$ cat config.mk
export PLATFORM = sky130hd
export DESIGN_NAME = axi_sram_slave
export DESIGN_NICKNAME = d
export VERILOG_FILES = /design/src/rtl/axi_sram_pkg.sv /design/src/rtl/axi_sram_slave.sv
export SDC_FILE = /design/constraint.sdc
export NUM_CORES = 1
export LEC_CHECK = 0
export ABC_AREA = 1
export BUFFER_PORTS_ARGS = -buffer_cell sky130_fd_sc_hd__buf_2
export CAP_MARGIN = 20
export CORE_AREA = 2 2 110 112
export DETAILED_ROUTE_END_ITERATION = 7
export DIE_AREA = 0 0 112 114
export GPL_TIMING_DRIVEN = 0
export HOLD_SLACK_MARGIN = 0.05
export PLACE_DENSITY = 0.69
export RECOVER_POWER = 25
export SLEW_MARGIN = 20
export SYNTH_ARGS = -nofsm -noshare
export SYNTH_HDL_FRONTEND = slang
export SYNTH_SLANG_ARGS = --single-unit
$ cat constraint.sdc
create_clock -name clk -period 1.8 [get_ports clk]
set_clock_uncertainty 0.05 [all_clocks]
set_input_delay 0.36 -clock clk [delete_from_list [all_inputs] [get_ports clk]]
set_output_delay 0.36 -clock clk [all_outputs]
set_load 0.03 [all_outputs]
$ cat src/rtl/axi_sram_pkg.sv
// Shared definitions for the AXI-to-SRAM slave: AXI channel widths, SRAM
// control encodings and the controller state type.
package axi_sram_pkg;

  localparam int AXI_ID_W   = 8;
  localparam int AXI_ADDR_W = 32;
  localparam int AXI_DATA_W = 32;
  localparam int AXI_LEN_W  = 4;
  localparam int AXI_STRB_W = AXI_DATA_W / 8;
  localparam int AXI_RESP_W = 2;

  localparam logic [AXI_RESP_W-1:0] RESP_OKAY = 2'b00;
  localparam logic [AXI_STRB_W-1:0] WEB_NONE  = '1;

  typedef enum logic [2:0] {
    IDLE,
    RD_ADDR,
    RD_DATA,
    WR_DATA,
    WR_RESP
  } state_e;

endpackage

$ cat src/rtl/axi_sram_slave.sv
// AXI4 slave fronting a single-port 32-bit SRAM; one burst in flight, INCR
// bursts of 4-byte beats, word address wraps within the SRAM.
module axi_sram_slave
  import axi_sram_pkg::*;
#(
  parameter int          ADDR_WORDS_BITS = 14,
  parameter logic [31:0] BASE_ADDR       = 32'h0001_0000
) (
  input  logic                       clk,
  input  logic                       rstn,
  input  logic [AXI_ID_W-1:0]        awid,
  input  logic [AXI_ADDR_W-1:0]      awaddr,
  input  logic [AXI_LEN_W-1:0]       awlen,
  input  logic [2:0]                 awsize,
  input  logic [1:0]                 awburst,
  input  logic                       awvalid,
  output logic                       awready,
  input  logic [AXI_DATA_W-1:0]      wdata,
  input  logic [AXI_STRB_W-1:0]      wstrb,
  input  logic                       wlast,
  input  logic                       wvalid,
  output logic                       wready,
  output logic [AXI_ID_W-1:0]        bid,
  output logic [AXI_RESP_W-1:0]      bresp,
  output logic                       bvalid,
  input  logic                       bready,
  input  logic [AXI_ID_W-1:0]        arid,
  input  logic [AXI_ADDR_W-1:0]      araddr,
  input  logic [AXI_LEN_W-1:0]       arlen,
  input  logic [2:0]                 arsize,
  input  logic [1:0]                 arburst,
  input  logic                       arvalid,
  output logic                       arready,
  output logic [AXI_ID_W-1:0]        rid,
  output logic [AXI_DATA_W-1:0]      rdata,
  output logic [AXI_RESP_W-1:0]      rresp,
  output logic                       rlast,
  output logic                       rvalid,
  input  logic                       rready,
  output logic                       sram_cs,
  output logic                       sram_oe,
  output logic [AXI_STRB_W-1:0]      sram_web,
  output logic [ADDR_WORDS_BITS-1:0] sram_a,
  output logic [AXI_DATA_W-1:0]      sram_di,
  input  logic [AXI_DATA_W-1:0]      sram_do
);

  state_e                     state, state_nx;
  logic [AXI_ID_W-1:0]        id_q;
  logic [ADDR_WORDS_BITS-1:0] addr_q;
  logic [AXI_LEN_W-1:0]       len_q;
  logic [AXI_LEN_W-1:0]       cnt_q;
  logic [AXI_DATA_W-1:0]      rdata_p1;
  logic                       last_beat;
  logic                       unused_attr;

  // Size and burst type carry no information for this slave.
  assign unused_attr = ^{awsize, awburst, arsize, arburst};

  function automatic logic [ADDR_WORDS_BITS-1:0] word_addr(input logic [AXI_ADDR_W-1:0] byte_addr);
    logic [AXI_ADDR_W-1:0] off;
    off = byte_addr - BASE_ADDR;
    return ADDR_WORDS_BITS'(off >> 2);
  endfunction

  assign last_beat = (cnt_q == len_q);
  assign bid       = id_q;
  assign rid       = id_q;
  assign bresp     = RESP_OKAY;
  assign rresp     = RESP_OKAY;
  assign rdata     = rdata_p1;

  always_comb begin
    state_nx = state;
    awready  = 1'b0;
    arready  = 1'b0;
    wready   = 1'b0;
    bvalid   = 1'b0;
    rvalid   = 1'b0;
    rlast    = 1'b0;
    sram_cs  = 1'b0;
    sram_oe  = 1'b0;
    sram_web = WEB_NONE;
    sram_a   = '0;
    sram_di  = '0;
    case (state)
      IDLE: begin
        // Readies are gated by rstn so no handshake is signalled while reset is held.
        awready = rstn;
        arready = rstn && !awvalid;
        if (rstn && awvalid)      state_nx = WR_DATA;
        else if (rstn && arvalid) state_nx = RD_ADDR;
      end
      WR_DATA: begin
        wready = 1'b1;
        if (wvalid) begin
          sram_cs  = 1'b1;
          sram_web = ~wstrb;
          sram_a   = addr_q;
          sram_di  = wdata;
          if (wlast) state_nx = WR_RESP;
        end
      end
      WR_RESP: begin
        bvalid = 1'b1;
        if (bready) state_nx = IDLE;
      end
      RD_ADDR: begin
        sram_cs  = 1'b1;
        sram_oe  = 1'b1;
        sram_a   = addr_q;
        state_nx = RD_DATA;
      end
      RD_DATA: begin
        rvalid = 1'b1;
        rlast  = last_beat;
        if (rready) state_nx = last_beat ? IDLE : RD_ADDR;
      end
      default: state_nx = IDLE;
    endcase
  end

  always_ff @(posedge clk) begin
    if (!rstn) begin
      state    <= IDLE;
      id_q     <= '0;
      addr_q   <= '0;
      len_q    <= '0;
      cnt_q    <= '0;
      rdata_p1 <= '0;
    end else begin
      state <= state_nx;
      case (state)
        IDLE: begin
          if (awvalid) begin
            id_q   <= awid;
            addr_q <= word_addr(awaddr);
            len_q  <= awlen;
            cnt_q  <= '0;
          end else if (arvalid) begin
            id_q   <= arid;
            addr_q <= word_addr(araddr);
            len_q  <= arlen;
            cnt_q  <= '0;
          end
        end
        WR_DATA: if (wvalid) addr_q <= addr_q + ADDR_WORDS_BITS'(1);
        // SRAM data is available by the closing edge of the cs+oe cycle.
        RD_ADDR: rdata_p1 <= sram_do;
        RD_DATA: begin
          if (rready && !last_beat) begin
            addr_q <= addr_q + ADDR_WORDS_BITS'(1);
            cnt_q  <= cnt_q + AXI_LEN_W'(1);
          end
        end
        default: ;
      endcase
    end
  end

endmodule

* Word-level counts from Yosys, hierarchy flattened
Index checks and enable logic that the tools add are counted.
W data, S select, Z words.
** Word-level totals
- Bits in registers :: 65
** Cells by class
- Add/subtract/negate cells :: 4
- Equal/unequal tests :: 12
- Multiplexer cells :: 36
- Bitwise operators :: 1
- Reductions and logical operators :: 14
** Operators with widths (count)
- $mux W14 :: 5
- $mux W32 :: 2
- $pmux W14 S3 :: 1
- $sub A16 B1 Y16 const B :: 2
- $mux W4 :: 7
- $pmux W14 S2 :: 1
- $mux W3 :: 6
- $mux W8 :: 2
- $pmux W3 S5 :: 1
- $add A14 B1 Y14 const B :: 1
- $ne A2 B2 Y1 const B :: 5
- $mux W1 :: 9
- $pmux W4 S2 :: 1
- $eq A3 B2 Y1 const B :: 2
- $ne A3 B3 Y1 const B :: 2
- $reduce_and A5 Y1 :: 1
- $add A4 B1 Y4 const B :: 1
- $eq A4 B4 Y1 :: 1
- $logic_and A1 B1 Y1 :: 4
- $not A4 Y4 :: 1
- $reduce_and A4 Y1 :: 1
- $reduce_bool A2 Y1 :: 2
- $eq A3 B1 Y1 const B :: 1
- $eq A3 B3 Y1 const B :: 1
- other kinds (6) :: 7

* Logic depth before layout (Yosys ltp)
Gate-level depths: netlist of the first run.
- Depth after elaboration :: 5
- Depth in mapped cells :: 11
- Depth with buffers taken out :: 9

* Worst setup path before layout of the first run
OpenSTA, ideal clock, no wires.
- Path type :: register to output
- From :: register state[0]
- To :: output port sram_a[0]
- Arrival :: 1.702 ns
- Setup slack :: -0.312 ns
- Stages on the path, launching flop included :: 8
- Path buffers :: 1
- Cell sequence :: dfxtp_1 nand2_1 nor2_4 inv_2 nor2_4 nor2_2 buf_2 nor2_1
** Between the ends
- Cells in the longest elaborated chain, start to end :: 2
** RTL lines
- from (decl) :: line axi_sram_slave.sv:48 : state_e state, state_nx;
- from (signal assigned) :: line axi_sram_slave.sv:132 : state <= state_nx;
- $eq A3 B1 Y1 or $eq A3 B2 Y1 (tied branches) :: line axi_sram_slave.sv:86 : case (state)
- $pmux W14 S2 * :: line axi_sram_slave.sv:86
- to (decl) :: line axi_sram_slave.sv:43 : output logic [ADDR_WORDS_BITS-1:0] sram_a,
Every way passes the cells marked *; elsewhere a longest branch is shown, timed or not.

* Worst setup path in the final report of the first run
- From :: register state[0]
- To :: output port sram_a[13]
Same word-level chain as after synthesis.

==> metrics.txt, run 1 <==
Nets 1111; DPL Wire Length 12200 um; Seq/Total Area, Yosys 0.333; f_max 0.496 GHz; CTS H-tree depth 3; Root Buffer Master clkbuf_16; final setup fails 63; fin cells 1089; maximum number of pins on one net before global-route repair 20; CTS tree done; Place WS -223 ps; initial antenna violation count 4; P&R area growth vs syn 78.2%; first-pass GRT wire length 25900 um; violated checks negative setup slack; peak supply drop 0.000921 V; drt drc 0; vias 5205; R2R depth 12; Worst EP arrival 1610 ps; worst reg-to-reg setup slack -70 ps; drt via density 4.78; Critical Path Start Type flop; CTS buffer count 9; Setup CP Type flop to output port; Required @ worst endpoint 1390 ps; Tmin final 2020 ps; clock buffer depth 2; pins over their slew limit 0; outcome finished with violations; Hold Fails Final Rpt 0; Reg-to-Reg Start state[0]$_SDFFE_PN0P_; die area 0.0128 mm2; most frequent cells in the layout nand2_1 (158), buf_2 (153), nor2_1 (135); Initial DRC Count 372; wire per inst 15.8 um; Cell Rows 40; Leak 3.40 nW; Netlist cell types 31; Post-Synthesis Mean Instance Area 5.96 um2; sequential cell area 0.00132 mm2; FF+latch count, synth 65; fraction of layout cells with a size suffix above 1 0.412; Worst-path clk slew 60 ps; RD Place Congestion 0.908; DRT Pass-1 Iters 5; clk sinks 65; Multi-input gate area 0.00267 mm2; core area 0.0117 mm2; # port buffers 232; synth warn 0; Synth Instances 656; synthesized area 0.00391 mm2; worst slew pin tran 548 ps; final wirelength 17200 um; pwr/cell area 1630 mW/mm2; post-placement cell count 1038; Worst Path Max Fanout 5; commonest non-fill, non-tap cell in the layout nand2_1; IO Pins 284; largest cells by area after synthesis dfxtp_1 (33%), nor2_1 (18%), nand2_1 (16%); total of max-cap violations 0; Min-Delay Endpoint rdata[8]$_SDFFE_PN0N_; Hold WC Path Type input pin to flop; Hold Crit Depth 3; vias in the first global route 4829; Hold Crit Start sram_do[8]; setup ws final -215 ps; final period utilization 1.12; Initial Util 0.334; Clock Latency Late Sink 330 ps; # fillers 1096; Hold Buf Count CTS 0; relative slew slack 0.635; worst reg2reg path endpoint addr_q[5]$_SDFFE_PN0P_; Die H 114 um; area leader, netlist dfxtp_1; Die W 112 um; Tot GR Track Use 0.258; Synth top area share 0.333; total grt overflow 0; Routed Antenna Nets 0; Crit. End Element output port; RSZ-0062 raised after global routing yes
[registers in the layout, indices dropped and copies added (netlist names)]
name,flops
addr_q,14
rdata,32
state,3
cnt_q,4
len_q,4
bid,8
[layer usage]
metal / global-route usage / share of wire
met1: 0.355 / 0.44
met2: 0.396 / 0.44
met3: 0.0946 / 0.11
met4: 0.0463 / 0.0096
met5: 0 / 0.0016
[how the worst max path moves through the flow]
| stage | start | to | slack (ps) | depth (start not counted) |
|---|---|---|---|---|
| floorplan | state[1]$_SDFFE_PN0P_ | sram_a[0] | -120 | 8 |
| global placement | state[1]$_SDFFE_PN0P_ | sram_a[0] | -200 | 9 |
| detailed placement | state[1]$_SDFFE_PN0P_ | sram_a[0] | -220 | 9 |
| CTS | state[1]$_SDFFE_PN0P_ | sram_a[2] | -180 | 9 |
| global route | state[0]$_SDFFE_PN0P_ | sram_a[13] | -270 | 8 |
| finish | state[0]$_SDFFE_PN0P_ | sram_a[13] | -220 | 8 |
[cells in the mapped netlist]
cell and count:
nor2_1 187, nand2_1 162, dfxtp_1 65, o21ai_0 64
inv_1 48, nand3_1 29, a21oi_1 23, clkbuf_1 21
buf_4 14, nand2_2 6, buf_2 5, inv_2 5
buf_6 3, nor2_4 3, buf_1 2, ha_1 2
nand3_2 2, nor2_2 2, a21oi_2 1, conb_1 1
nand2_4 1, nand2_8 1, nand3_4 1, nand4_1 1
nor2_8 1, nor3_1 1, nor3_2 1, nor3_4 1
o21bai_1 1, o22ai_1 1, xnor2_1 1
[final cells by class]
| class | count | area share |
|---|---|---|
| inverter | 53 | 0.0302 |
| clock inverter | 6 | 0.0165 |
| clock buffer | 10 | 0.0343 |
| buffer | 42 | 0.0514 |
| timing repair buffer | 267 | 0.268 |
| antenna | 2 | 0.000718 |
| multi-input combinational | 497 | 0.384 |
| sequential | 65 | 0.189 |
| tap | 147 | 0.0264 |
[logic make-up (layout without fill, tap and decap cells)]
logic type,after synthesis,after routing,synth area share
and+or+nand+nor,399,400,0.426
DFF,65,65,0.333
buffers and inverters,98,378,0.115
xor gates and xnor gates,1,1,0.00224
adders and majority gates,2,2,0.00640
other,1,6,0.000959
AOI/OAI and AO/OA,90,90,0.117
[where the power goes]
| group | leakage, nW | internal (mW) | switching [mW] | total (mW) |
|---|---|---|---|---|
| logic | 2.69 | 2.65 | 4.20 | 6.85 |
| registers | 0.541 | 2.02 | 0.385 | 2.40 |
| clock network | 0.169 | 1.40 | 0.684 | 2.08 |
| total | 3.40 | 6.06 | 5.27 | 11.3 |
[through the flow]
stage	utilization	instance area, um2	setup TNS (ps)	total power, mW	hold WS (ps)
after floorplan	-	4120	-4000	6.22	394
final	0.595	6970	-7430	11.3	204
after detailed placement	0.466	5460	-6030	7.57	409
after global routing	0.595	6960	-10910	12.0	204
after global placement	0.466	5460	-5000	7.53	400
after CTS	0.573	6710	-6460	10.6	198
[critical path: stages (launching register included)]
cell and delay, ps:
dfxtp_4 360, nand2_4 80, nor2_4 50, inv_4 80, nor2_4 50, nor2_4 250, clkbuf_16 230, nor2_4 40
buf_6 130
[repair_timing]
action	in CTS	in global routing
setup endpoints to repair	57	102
resized for setup	185	61
gates cloned	3	3
setup buffers	21	9
pin swaps	9	17
Note: power is estimated with default switching activity, not from simulation.
==> inputs of run 2 (changes only) <==
--- a/config.mk
+++ b/config.mk
@@ -5,7 +5,6 @@
 export SDC_FILE = /design/constraint.sdc
 export NUM_CORES = 1
 export LEC_CHECK = 0
-export ABC_AREA = 1
 export BUFFER_PORTS_ARGS = -buffer_cell sky130_fd_sc_hd__buf_2
 export CAP_MARGIN = 20
 export CORE_AREA = 2 2 110 112
@@ -13,7 +12,7 @@
 export DIE_AREA = 0 0 112 114
 export GPL_TIMING_DRIVEN = 0
 export HOLD_SLACK_MARGIN = 0.05
-export PLACE_DENSITY = 0.69
+export PLACE_DENSITY = 0.66
 export RECOVER_POWER = 25
 export SLEW_MARGIN = 20
 export SYNTH_ARGS = -nofsm -noshare
==> run 2 against run 1 <==
Compared with the run above:
- largest power group unchanged
- core utilization decreased by 5.7 points
- sequential share of layout area up 2.0 points
- the run still ends with negative setup slack left
- via count down 18%
- critical endpoint is now sram_a[10]
==> metrics.txt, run 2 <==
outcome finished with violations; violated checks negative setup slack; Largest register FFs 32 (unchanged); initial antenna violation count 0 (-4); DRT Pass-1 Iters 4 (-1); CP max-delay cell dfxtp_2; power share of the combinational group 0.505 (-0.100); maximum number of pins on one net before global-route repair 13 (-35%); CTS H-tree depth 3 (unchanged); drt via density 4.84 (+1.2%); Initial DRC Count 169 (-55%); Hold Fails Final Rpt 0 (unchanged); CP bufs+invs 4 (+1); vias 4280 (-18%); Hold Buf Count CTS 0 (unchanged); ys async rst share 0 (unchanged); RD Place Congestion 0.854 (-6.0%); Seq/Total Area, Yosys 0.361 (+0.0285); first-pass GRT wire length 19900 um (-23%); final wirelength 13300 um (-23%); Worst EP arrival 1870 ps (+260 ps); wire per inst 15.0 um (-4.7%); pwr/cell area 1300 mW/mm2 (-20%); vias in the first global route 3994 (-17%); peak supply drop 0.000667 V (-28%); Tmin final 2280 ps (+267 ps); Psw 3.32 mW (-37%); Netlist cell types 47 (+52%); DPL Wire Length 9400 um (-23%); Nets 909 (-18%); Multi-input gate area 0.00228 mm2 (-15%); drt drc 0 (unchanged); n_diodes 0 (-2); sequential cell area 0.00132 mm2 (about the same); fraction of layout cells with a size suffix above 1 0.516 (+0.105); Die W 112 um (unchanged); final setup fails 71 (+13%); total power 8.18 mW (-28%); Hold WC Path Type input pin to flop; # port buffers 232 (unchanged); Worst-path clk slew 60 ps (about the same); Critical Path Start Type flop; top-count cell post-synth nand2_1; Max stage delay on crit path 320 ps (-40 ps); # fillers 1113 (+1.6%); FF+latch count, synth 65 (unchanged); Tot GR Track Use 0.194 (-0.0644); total grt overflow 0 (unchanged); number of flops mapped to enable cells by yosys 0 (unchanged); final period utilization 1.27 (+0.148); top post-synthesis cells by count nand2_1 (87), dfxtp_1 (65), a21oi_1 (52); worst slew pin tran 675 ps (+127 ps); setup ws final -482 ps (-267 ps); f_max 0.438 GHz (-12%); core area 0.0117 mm2 (unchanged); Post-synth top flop dfxtp_1; synth warn 0 (unchanged); commonest non-fill, non-tap cell in the layout buf_2; relative slew slack 0.550 (-0.0845); Die H 114 um (unchanged); CP delay by family, top simple AND/OR/NAND/NOR gates; Cell Rows 40 (unchanged); RSZ-0062 raised after global routing yes; CTS buffer count 9 (unchanged); clk sinks 65 (unchanged); synthesized area 0.00360 mm2 (-7.9%); clock buffer depth 2 (unchanged); Initial Util 0.308 (-0.0264); Required @ worst endpoint 1390 ps (about the same); pins over their slew limit 0 (unchanged); largest cells by area after synthesis dfxtp_1 (36%), nand2_1 (9.1%), and2_1 (8.9%); P&R area growth vs syn 74.8%; area leader, netlist dfxtp_1; setup total negative slack -22110 ps (-14680 ps); Critical Path Source state[1]$_SDFFE_PN0P_; CP most frequent cell buf_6; sequential fraction of design power 0.258 (+0.046); Leak 2.96 nW (-13%); IO Pins 284 (unchanged); Hold Crit Start sram_do[12]; Synth Instances 464 (-29%); total of max-cap violations 0 (unchanged); Post-Synthesis Mean Instance Area 7.76 um2 (+30%); Crit. End Element output port; Reg-to-Reg Start cnt_q[2]$_SDFFE_PN0P_; Worst Path Max Fanout 4 (-1); Cell Chain, Critical Path buf_6, nor2b_4, and3_4, buf_8, or2_4, buf_6, and2_4, buf_6; Clk pwr share 0.237 (+0.053); Setup CP Type flop to output port; most frequent cells in the layout buf_2 (159), nand2_1 (82), buf_6 (60); internal power 4.86 mW (-20%); Root Buffer Master clkbuf_16; Routed Antenna Nets 0 (unchanged); worst hold slack 217 ps (+12.9 ps); Clock Latency Late Sink 320 ps (about the same); die area 0.0128 mm2 (unchanged); CTS tree done; Sw Share 0.406 (-0.0597); Synth top area share 0.361 (+0.0285)
-- run 2: power by group through the flow --
stage	Clock [mW]	Sequential [mW]	Combinational, mW
finish	1.94	2.11	4.13
global route	2.05	2.16	4.41
CTS	1.98	2.10	3.73
detailed placement	0	2.10	3.23
global placement	0	2.09	3.21
floorplan	0	2.44	1.96
-- run 2: per-stage QoR --
| stage | area [um2] | setup slack, ps | utilization | cells |
|---|---|---|---|---|
| final | 6300 | -482 | 0.538 | 885 |
| after floorplan | 3680 | -80.5 | - | 467 |
| after detailed placement | 5030 | -302 | 0.429 | 846 |
| after global routing | 6300 | -539 | 0.538 | 885 |
| after global placement | 5030 | -296 | 0.429 | 846 |
| after CTS | 6110 | -495 | 0.522 | 876 |
-- run 2: final cells by class --
class                   count  area share
inverters                   5     0.00338
well taps                 147      0.0292
plain buffers              46      0.0568
clock inverters             6      0.0143
clock buffers              10      0.0380
repair buffers            259       0.286
flip-flops and latches     65       0.210
multi-input cells         347       0.363
-- run 2: path summary, 6_finish.rpt --
check	end	slack (ps)	depth (start not counted)
hold / removal	rdata[12]$_SDFFE_PN0N_	220	3
hold reg to reg	rdata[14]$_SDFFE_PN0N_	400	2
setup / recovery	sram_a[10]	-480	8
setup reg to reg	addr_q[7]$_SDFFE_PN0P_	-70	8
-- run 2: tightest hold or removal path, cell delays in order --
cell and delay (ps):
buf_2 90, nand2_1 40, a21oi_1 50
-- run 2: logic make-up after synthesis --
| family | after synthesis | share of synthesized area |
|---|---|---|
| AOI/OAI and AO/OA | 106 | 0.194 |
| xor gates and xnor gates | 4 | 0.00972 |
| adders and majority gates | 2 | 0.00695 |
| buffers and inverters | 55 | 0.0816 |
| DFF | 65 | 0.361 |
| muxes | 28 | 0.0795 |
| other | 1 | 0.00104 |
| and+or+nand+nor | 203 | 0.266 |
-- run 2: timing repair --
item | 4_1_cts | 5_1_grt
endpoints found under the setup margin | 83 | 83
pin swaps | 36 | 21
buffers inserted | 12 | 9
hold endpoints to repair | 0 | 0
resized for setup | 200 | 40
gates cloned | 5 | 3
-- run 2: metal layers --
| layer | share of wire | GRT usage | routed length, um | vias to the layer above |
|---|---|---|---|---|
| li1 | - | - | - | 2105 |
| met5 | 0 | 0 | 0 | - |
| met3 | 0.070 | 0.0489 | 925 | 16 |
| met2 | 0.49 | 0.336 | 6530 | 180 |
| met4 | 0.022 | 0.0756 | 289 | 0 |
| met1 | 0.42 | 0.233 | 5560 | 1979 |
